File: src/rtl/alu_pkg.sv
// alu_pkg: opcodes, FSM states and response entry sizing shared by the ALU command responder.
package alu_pkg;

    localparam logic [2:0] OP_ADD = 3'd0;
    localparam logic [2:0] OP_SUB = 3'd1;
    localparam logic [2:0] OP_AND = 3'd2;
    localparam logic [2:0] OP_OR  = 3'd3;
    localparam logic [2:0] OP_XOR = 3'd4;
    localparam logic [2:0] OP_SHL = 3'd5;
    localparam logic [2:0] OP_SHR = 3'd6;
    localparam logic [2:0] OP_SLT = 3'd7;

    typedef enum logic [1:0] {
        ST_IDLE = 2'd0,
        ST_EXEC = 2'd1,
        ST_WB   = 2'd2
    } state_e;

    // A response entry is {result, carry, zero}.
    function automatic int rsp_w(input int width);
        return width + 2;
    endfunction

endpackage

File: src/rtl/alu_rsp_fifo.sv
// alu_rsp_fifo: synchronous FIFO with async reset and occupancy count; overflow pushes and
// underflow pops are ignored.
module alu_rsp_fifo #(
    parameter int DEPTH = 2,
    parameter int W     = 10
) (
    input  logic                     clk_i,
    input  logic                     rst_i,
    input  logic                     push_i,
    input  logic [W-1:0]             din_i,
    input  logic                     pop_i,
    output logic [W-1:0]             dout_o,
    output logic [$clog2(DEPTH):0]   count_o
);
    localparam int AW = $clog2(DEPTH);

    logic [W-1:0]  mem_q [DEPTH];
    logic [AW-1:0] wr_q, rd_q;
    logic [AW:0]   cnt_q;
    logic          do_push, do_pop;

    assign do_push = push_i && (cnt_q != (AW+1)'(DEPTH));
    assign do_pop  = pop_i && (cnt_q != '0);
    assign dout_o  = mem_q[rd_q];
    assign count_o = cnt_q;

    always_ff @(posedge clk_i or posedge rst_i) begin
        if (rst_i) begin
            wr_q  <= '0;
            rd_q  <= '0;
            cnt_q <= '0;
        end else begin
            wr_q  <= wr_q + AW'(do_push);
            rd_q  <= rd_q + AW'(do_pop);
            cnt_q <= cnt_q + (AW+1)'(do_push) - (AW+1)'(do_pop);
        end
    end

    always_ff @(posedge clk_i) begin
        if (do_push) mem_q[wr_q] <= din_i;
    end

endmodule

File: src/rtl/alu_cmd_responder.sv
// alu_cmd_responder: accepts one ALU command at a time, executes it over EXEC_LAT cycles and
// queues {result, carry, zero} in a response FIFO drained over a valid/ready channel.
module alu_cmd_responder
    import alu_pkg::*;
#(
    parameter int WIDTH     = 8,
    parameter int EXEC_LAT  = 1,
    parameter int RSP_DEPTH = 2
) (
    input  logic             clk_i,
    input  logic             rst_i,
    input  logic             cmd_valid_i,
    output logic             cmd_ready_o,
    input  logic [WIDTH-1:0] data0_i,
    input  logic [WIDTH-1:0] data1_i,
    input  logic [2:0]       ctrl_i,
    output logic             rsp_valid_o,
    input  logic             rsp_ready_i,
    output logic [WIDTH-1:0] result_o,
    output logic             carry_o,
    output logic             zero_o,
    output logic             busy_o
);
    localparam int EW = rsp_w(WIDTH);
    localparam int CW = $clog2(RSP_DEPTH) + 1;

    state_e           state_q, state_d;
    logic [3:0]       cnt_q, cnt_d;
    logic [WIDTH-1:0] a_q, b_q;
    logic [2:0]       op_q;
    logic             live_q;
    logic [EW-1:0]    last_q, head;
    logic [CW-1:0]    count;
    logic [WIDTH:0]   sum, diff;
    logic [WIDTH-1:0] res;
    logic             carry, push, pop, accept;

    // live_q keeps the command channel closed until the first edge after reset.
    assign cmd_ready_o = live_q && (state_q == ST_IDLE) && (count < CW'(RSP_DEPTH));
    assign accept      = cmd_valid_i && cmd_ready_o;
    assign busy_o      = state_q != ST_IDLE;
    assign rsp_valid_o = count != '0;
    assign pop         = rsp_valid_o && rsp_ready_i;
    assign {result_o, carry_o, zero_o} = rsp_valid_o ? head : last_q;

    always_ff @(posedge clk_i or posedge rst_i) begin
        if (rst_i) begin
            state_q <= ST_IDLE;
            cnt_q   <= '0;
            a_q     <= '0;
            b_q     <= '0;
            op_q    <= OP_ADD;
            live_q  <= 1'b0;
            last_q  <= '0;
        end else begin
            state_q <= state_d;
            cnt_q   <= cnt_d;
            live_q  <= 1'b1;
            if (accept) begin
                a_q  <= data0_i;
                b_q  <= data1_i;
                op_q <= ctrl_i;
            end
            if (pop) last_q <= head;
        end
    end

    always_comb begin
        state_d = state_q;
        cnt_d   = cnt_q;
        push    = 1'b0;
        unique case (state_q)
            ST_IDLE: begin
                cnt_d   = '0;
                state_d = accept ? ST_EXEC : ST_IDLE;
            end
            ST_EXEC: begin
                cnt_d   = cnt_q + 4'd1;
                state_d = (cnt_q == 4'(EXEC_LAT - 1)) ? ST_WB : ST_EXEC;
            end
            ST_WB: begin
                push    = 1'b1;
                state_d = ST_IDLE;
            end
            default: state_d = ST_IDLE;
        endcase
    end

    // Carry/borrow come from the extra top bit of a WIDTH+1 add/subtract.
    always_comb begin
        sum   = {1'b0, a_q} + {1'b0, b_q};
        diff  = {1'b0, a_q} - {1'b0, b_q};
        res   = (op_q == OP_ADD) ? sum[WIDTH-1:0] :
                (op_q == OP_SUB) ? diff[WIDTH-1:0] :
                (op_q == OP_AND) ? (a_q & b_q) :
                (op_q == OP_OR)  ? (a_q | b_q) :
                (op_q == OP_XOR) ? (a_q ^ b_q) :
                (op_q == OP_SHL) ? (a_q << b_q[2:0]) :
                (op_q == OP_SHR) ? (a_q >> b_q[2:0]) :
                                   {{(WIDTH-1){1'b0}}, a_q < b_q};
        carry = (op_q == OP_ADD) ? sum[WIDTH] :
                (op_q == OP_SUB) ? diff[WIDTH] : 1'b0;
    end

    alu_rsp_fifo #(
        .DEPTH (RSP_DEPTH),
        .W     (EW)
    ) u_fifo (
        .clk_i   (clk_i),
        .rst_i   (rst_i),
        .push_i  (push),
        .din_i   ({res, carry, res == '0}),
        .pop_i   (pop),
        .dout_o  (head),
        .count_o (count)
    );

endmodule

File: config.mk
export PLATFORM = sky130hd
export DESIGN_NAME = alu_cmd_responder
export DESIGN_NICKNAME = d
export VERILOG_FILES = /design/src/rtl/alu_pkg.sv /design/src/rtl/alu_rsp_fifo.sv /design/src/rtl/alu_cmd_responder.sv
export SDC_FILE = /design/constraint.sdc
export NUM_CORES = 1
export LEC_CHECK = 0
export ABC_AREA = 1
export BUFFER_PORTS_ARGS = -buffer_cell sky130_fd_sc_hd__buf_2
export CAP_MARGIN = 10
export CELL_PAD_IN_SITES_DETAIL_PLACEMENT = 0
export CELL_PAD_IN_SITES_GLOBAL_PLACEMENT = 2
export CORE_MARGIN = 8
export CORE_UTILIZATION = 32
export CTS_CLUSTER_SIZE = 8
export DETAILED_ROUTE_END_ITERATION = 10
export GPL_TIMING_DRIVEN = 0
export PLACE_DENSITY = 0.84
export SYNTH_ARGS = -nofsm -noshare
export SYNTH_HDL_FRONTEND = slang
export SYNTH_SLANG_ARGS = --single-unit
File: constraint.sdc
create_clock -name clk_i -period 2.4 [get_ports clk_i]
set_clock_uncertainty 0.15 [all_clocks]
set_input_delay 0.12 -clock clk_i [delete_from_list [all_inputs] [get_ports clk_i]]
set_output_delay 0.12 -clock clk_i [all_outputs]
set_load 0.01 [all_outputs]
* Word level (Yosys, flattened, before mapping)
Memories as Yosys holds them, arrays and structs flattened. Cells that the tools add are included.
Operators by class: $add $sub $neg 7, magnitude comparators 2, equality and inequality tests 9, shifts and indexed selects 2, muxes and demuxes 17, bitwise gates (word level) 3, reduce and logical (&&, ||, !) cells 13
Operators by type and width (count):
- 2-to-1 mux 8 bit | 7
- 2-to-1 mux 10 bit | 1
- adder 8 x 8 -> 9 bit | 1
- equality test 3 bit (second input constant) | 3
- subtractor 8 x 8 -> 9 bit | 1
- AND 8 bit | 1
- logical NOT 8 bit | 1
- less-than comparator 8 bit | 1
- OR 8 bit | 1
- case mux 4 bit (2 select lines) | 1
- left shift 8 x 3 -> 8 bit | 1
- right shift 8 x 3 -> 8 bit | 1
- XOR 8 bit | 1
- equality test 3 x 2 -> 1 bit (second input constant) | 2
- logical AND 1 bit | 6
- 2-to-1 mux 1 bit | 6
- nonzero test 2 bit | 3
- adder 4 x 1 -> 4 bit (second input constant) | 1
- logical NOT 4 bit | 1
- case mux 2 bit (2 select lines) | 1
- equality test 3 x 1 -> 1 bit (second input constant) | 1
- logical NOT 3 bit | 1
- adder 1 bit | 2
- adder 2 x 1 -> 2 bit | 1
- other kinds (7) | 7
Word-level totals: register bits after elaboration 40, RAM bits 20, output and inout port bits 13, logic and storage cells 64, memories 1
Memory list:
- u_fifo.mem_q | words 2, bits a word 10, rd ports 1, clocked after Yosys merged registers in 0, write ports 1, line alu_rsp_fifo.sv:17 | logic [W-1:0] mem_q [DEPTH];

* Longest topological paths before layout
word-level depth 9, gate-level depth with buffers 20, gate-level depth less buffers 19

* Cells and area by module
Synthesis repeated with hierarchy kept, for this count alone.
Unflattened totals: cell total of the unflattened synthesis 568, area total of the unflattened synthesis 4115.2 µm²
By module, submodules not included:
- alu_cmd_responder | times used 1, cells each 484, area each 3154.3 µm², seq. area each 900.9 µm²
- alu_rsp_fifo | times used 1, cells each 84, area each 960.9 µm², seq. area each 700.7 µm²

* Worst setup path after synthesis
Ideal clock, no wire load.
path kind register to register, from reg b_q[1], to mem u_fifo.mem_q[0][0] (data pin), library setup time 0.253 ns, arrival 1.948 ns, required time 1.997 ns, path slack 0.049 ns, stages on the path, launching flop included 13, cells stage by stage dfrtp_1 inv_2 buf_2 fa_1 inv_1 nand4_1 o211ai_1 xor2_1 o21ai_0 nor2_2 nor2_1 nand2_1 nor2_1
On the way: word-level cells in the longest chain between the ends 9, elaborated cells between the ends (all ways) 16
RTL lines:
- from (decl) | line alu_cmd_responder.sv:29 | logic [WIDTH-1:0] a_q, b_q;
- from (signal assigned) | line alu_cmd_responder.sv:61 | b_q <= data1_i;
- right shift 8 x 3 -> 8 bit | line alu_cmd_responder.sv:99 | (op_q == OP_SHR) ? (a_q >> b_q[2:0]) :
- 2-to-1 mux 8 bit | line alu_cmd_responder.sv:99
- 2-to-1 mux 8 bit | line alu_cmd_responder.sv:98 | (op_q == OP_SHL) ? (a_q << b_q[2:0]) :
- 2-to-1 mux 8 bit | line alu_cmd_responder.sv:97 | (op_q == OP_XOR) ? (a_q ^ b_q) :
- 2-to-1 mux 8 bit | line alu_cmd_responder.sv:96 | (op_q == OP_OR) ? (a_q | b_q) :
- 2-to-1 mux 8 bit | line alu_cmd_responder.sv:95 | (op_q == OP_AND) ? (a_q & b_q) :
- 2-to-1 mux 8 bit | line alu_cmd_responder.sv:94 | (op_q == OP_SUB) ? diff[WIDTH-1:0] :
- 2-to-1 mux 8 bit * | line alu_cmd_responder.sv:93 | res = (op_q == OP_ADD) ? sum[WIDTH-1:0] :
- named net res[6] | line alu_cmd_responder.sv:35 | logic [WIDTH-1:0] res;
- logical NOT 8 bit * | line alu_cmd_responder.sv:112 | .din_i ({res, carry, res == '0}),
- named net u_fifo.din_i[0] | line alu_rsp_fifo.sv:10 | input logic [W-1:0] din_i,
- to (decl) | line alu_rsp_fifo.sv:17
The timed path passes the listed nets; every way through them passes the cells marked *.

* Final worst setup path
from reg b_q[0], to mem u_fifo.mem_q[0][0] (data pin)
Same word-level chain as after synthesis.

==> results.md <==
* Die Ht at 130 um
* Max cap viols at 0
* Minimum clock period at 2.32 ns
* Crit path max-delay cell type: dfrtp_2
* DR iter-0 viols at 285
* Synth Cell Area at 0.00413 sq mm
* Synth area leaders: dfrtp_1, edfxtp_1, nand2_1
* Peak supply drop at 0.559 mV
* Largest area contributor in the netlist: dfrtp_1
* CP arrival at 2.26 ns
* CTS tree: yes
* Relative slew margins at 0.392
* Initial antenna violation count at 0
* Global-route wire length before repair at 19200 um
* DR vias/cell at 4.75
* Layout area overhead at 33.0%
* Yosys Warn Count at 0
* Hpwl dp at 8790 um
* HP Class: primary input to register
* Outcome: finished, final reports clean
* WL per Instance at 14.4 um
* # rows at 41
* Root Buffer: clkbuf_16
* CP Launch Point: b_q[0]
* Tcrit/Tclk final at 0.968
* Synth Instances at 554
* Gr ovfl total at 0
* Cell Pwr Density at 1560 mW/mm^2
* Worst hold start: cmd_valid_i
* Layout cells sized above 1 at 0.252
* TritonCTS buffer count at 9
* Distinct cells, synth at 36
* Core area at 0.0126 sq mm
* Post-synthesis sequential area ratio at 0.388
* DR pass1 iterations at 5
* Gp weighted congestion at 0.897
* Fin area at 0.00550 sq mm
* Synthesized net count at 610
* Clk buf depth at 2
* Final count of negative-setup-slack endpoints at 0
* Vias in the first global route at 3862
* Most frequent cells in the layout: nand2_1, inv_1, nor2_1
* Final Hold Fails at 0
* Worst-margin pin slew at 0.910 ns
* Setup CP Type: register to register
* Leak at 2.59 nW
* Buf/Inv on CP at 2
* Starting density of the core at 0.327
* Sinks on Clock Net at 60
* Worst path cell trace: ha_2 > inv_1 > fa_2 > inv_1 > nand4_1 > o211ai_1 > xor2_1 > o21ai_1 > nor2_2 > nor2_1 > nand2_1 > nor2_2
* # IOs at 36
* Syn_area_per_cell at 7.46 sq um
* Worst-path clk slew at 0.06 ns
* Routed WL at 11800 um
* Startpoint Class: register
* Synthesis-stage register bit count at 60
* FILL cells at 1304
* Final hold slack at 0.224 ns
* Commonest non-fill, non-tap cell in the layout: nand2_1
* All-layer global routing usage at 0.146
* Final ANT Viol Nets at 0
* Clock latency on the worst-skew pair at 0.33 ns
* CP Capture Type: register
* Final Core Density at 0.435
* Placed inst area at 0.00452 sq mm
* CP Data Required Time at 2.34 ns
* Largest net degree at the start of global routing at 41
* Family with the most delay on the worst path: adder cells
* Final Net Count at 698
* Largest stage delay on the critical path at 0.42 ns
* DRC viols at 0
* Max-slew violation count at 0
* RSZ-0062 raised after global routing: true
* IO buf count at 35
* CP max FO at 3
* H-tree depth at 3
* Die area at 0.0168 sq mm
* FMAX at 430 MHz
* Diode count at 0
* Worst r2r src: b_q[0]
* Synth top area share at 0.242
* Die width at 130 um
* Vias post-DR at 3892
## cells in the mapped netlist
| cell type | count |
|---|---|
| buf_2 | 6 |
| a31oi_1 | 3 |
| nor3_1 | 2 |
| clkbuf_2 | 1 |
| o211ai_2 | 1 |
| nand3_1 | 43 |
| conb_1 | 1 |
| dfrtp_1 | 40 |
| or2_2 | 1 |
| nand2_1 | 139 |
| inv_2 | 8 |
| buf_6 | 1 |
| o31ai_1 | 1 |
| edfxtp_1 | 20 |
| o22ai_1 | 1 |
| nor2_2 | 3 |
| inv_1 | 67 |
| or2_0 | 3 |
| xor2_1 | 4 |
| buf_4 | 2 |
| xnor2_1 | 2 |
| nor3_4 | 1 |
| o211ai_1 | 7 |
| nor3_2 | 4 |
| a211oi_1 | 1 |
| nand4_1 | 11 |
| clkbuf_1 | 10 |
| fa_1 | 2 |
| o21ai_0 | 32 |
| a21oi_1 | 41 |
| o21ai_1 | 3 |
| ha_1 | 31 |
| a21oi_2 | 1 |
| nand3_2 | 3 |
| nor2_1 | 55 |
| nand2_2 | 3 |
## layout make-up
cell class,instances,area [sq um],area share
buffer,20,134,0.0244
tap,172,215,0.0392
multi-input combinational,399,2360,0.429
inverter,75,299,0.0544
clock inverter,6,88.8,0.0162
sequential,60,1610,0.294
clock buffer,10,229,0.0417
timing repair buffer,77,556,0.101
## path summary, 6_finish.rpt
path / end / slack (ns) / depth (start not counted)
setup / recovery: u_fifo.mem_q[0][0] / 0.08 / 12
hold / removal: a_q[0] / 0.22 / 5
setup reg to reg: u_fifo.mem_q[0][0] / 0.08 / 12
hold reg to reg: last_q[5] / 0.38 / 2
max in group asynchronous: a_q[3] / 1.07 / 3
min in group asynchronous: last_q[9] / 0.39 / 3
## per-layer routing
layer | routed length (um) | share of wire | vias to the layer above | global-route usage
met2 | 5570 | 0.47 | 109 | 0.245
met4 | 226 | 0.019 | 0 | 0.0519
li1 | - | - | 1984 | -
met3 | 704 | 0.060 | 20 | 0.0366
met5 | 0 | 0 | - | 0
met1 | 5310 | 0.45 | 1779 | 0.178
## what timing repair did
item	in CTS	in global routing
hold buffers	21	0
gates resized for setup	27	61
hold endpoints to repair	60	0
pin swaps	3	16
buffers inserted	10	11
setup endpoints to repair	16	8
## worst reg2reg max path, delay by kind of cell, from the launching register on
family	cells	cell delay, ns
DFF	1	0.42
xor gates and xnor gates	1	0.18
AOI/OAI and AO/OA	2	0.22
and+or+nand+nor	5	0.36
buffers and inverters	2	0.15
adders and majority gates	2	0.60
## per-stage QoR
| step | setup TNS (ns) | power, mW | setup WS, ns | cells |
|---|---|---|---|---|
| global placement | -4.49 | 5.91 | -0.528 | 761 |
| CTS | 0 | 7.68 | 0.00217 | 808 |
| finish | 0 | 8.55 | 0.0771 | 819 |
| global route | -0.262 | 9.31 | -0.0721 | 819 |
| floorplan | 0 | 4.77 | 0.0487 | 554 |
| detailed placement | -4.50 | 5.97 | -0.516 | 761 |
## cells by family after synthesis
logic type      after synthesis  share of synthesized area
simple gates                268                      0.283
buf+inv                      95                     0.0921
compound gates               91                      0.120
flops                        60                      0.388
fa+ha+maj                    33                      0.104
xor+xnor                      6                     0.0127
other cells                   1                   0.000908
## flip-flops by register name, indices dropped and copies added (netlist names)
signal          cells
a_q                 8
b_q                 8
cnt_q               4
last_q             10
live_q              1
op_q                3
state_q             2
u_fifo.count_o      2
u_fifo.mem_q       20
u_fifo.rd_q         1
u_fifo.wr_q         1
## where the power goes
group | switching [mW] | internal, mW | leakage, nW
Sequential | 0.236 | 1.53 | 0.643
Combinational | 3.33 | 2.07 | 1.79
Clock | 0.475 | 0.908 | 0.149
Total | 4.04 | 4.51 | 2.59
Note: power is estimated with default switching activity, not from simulation.
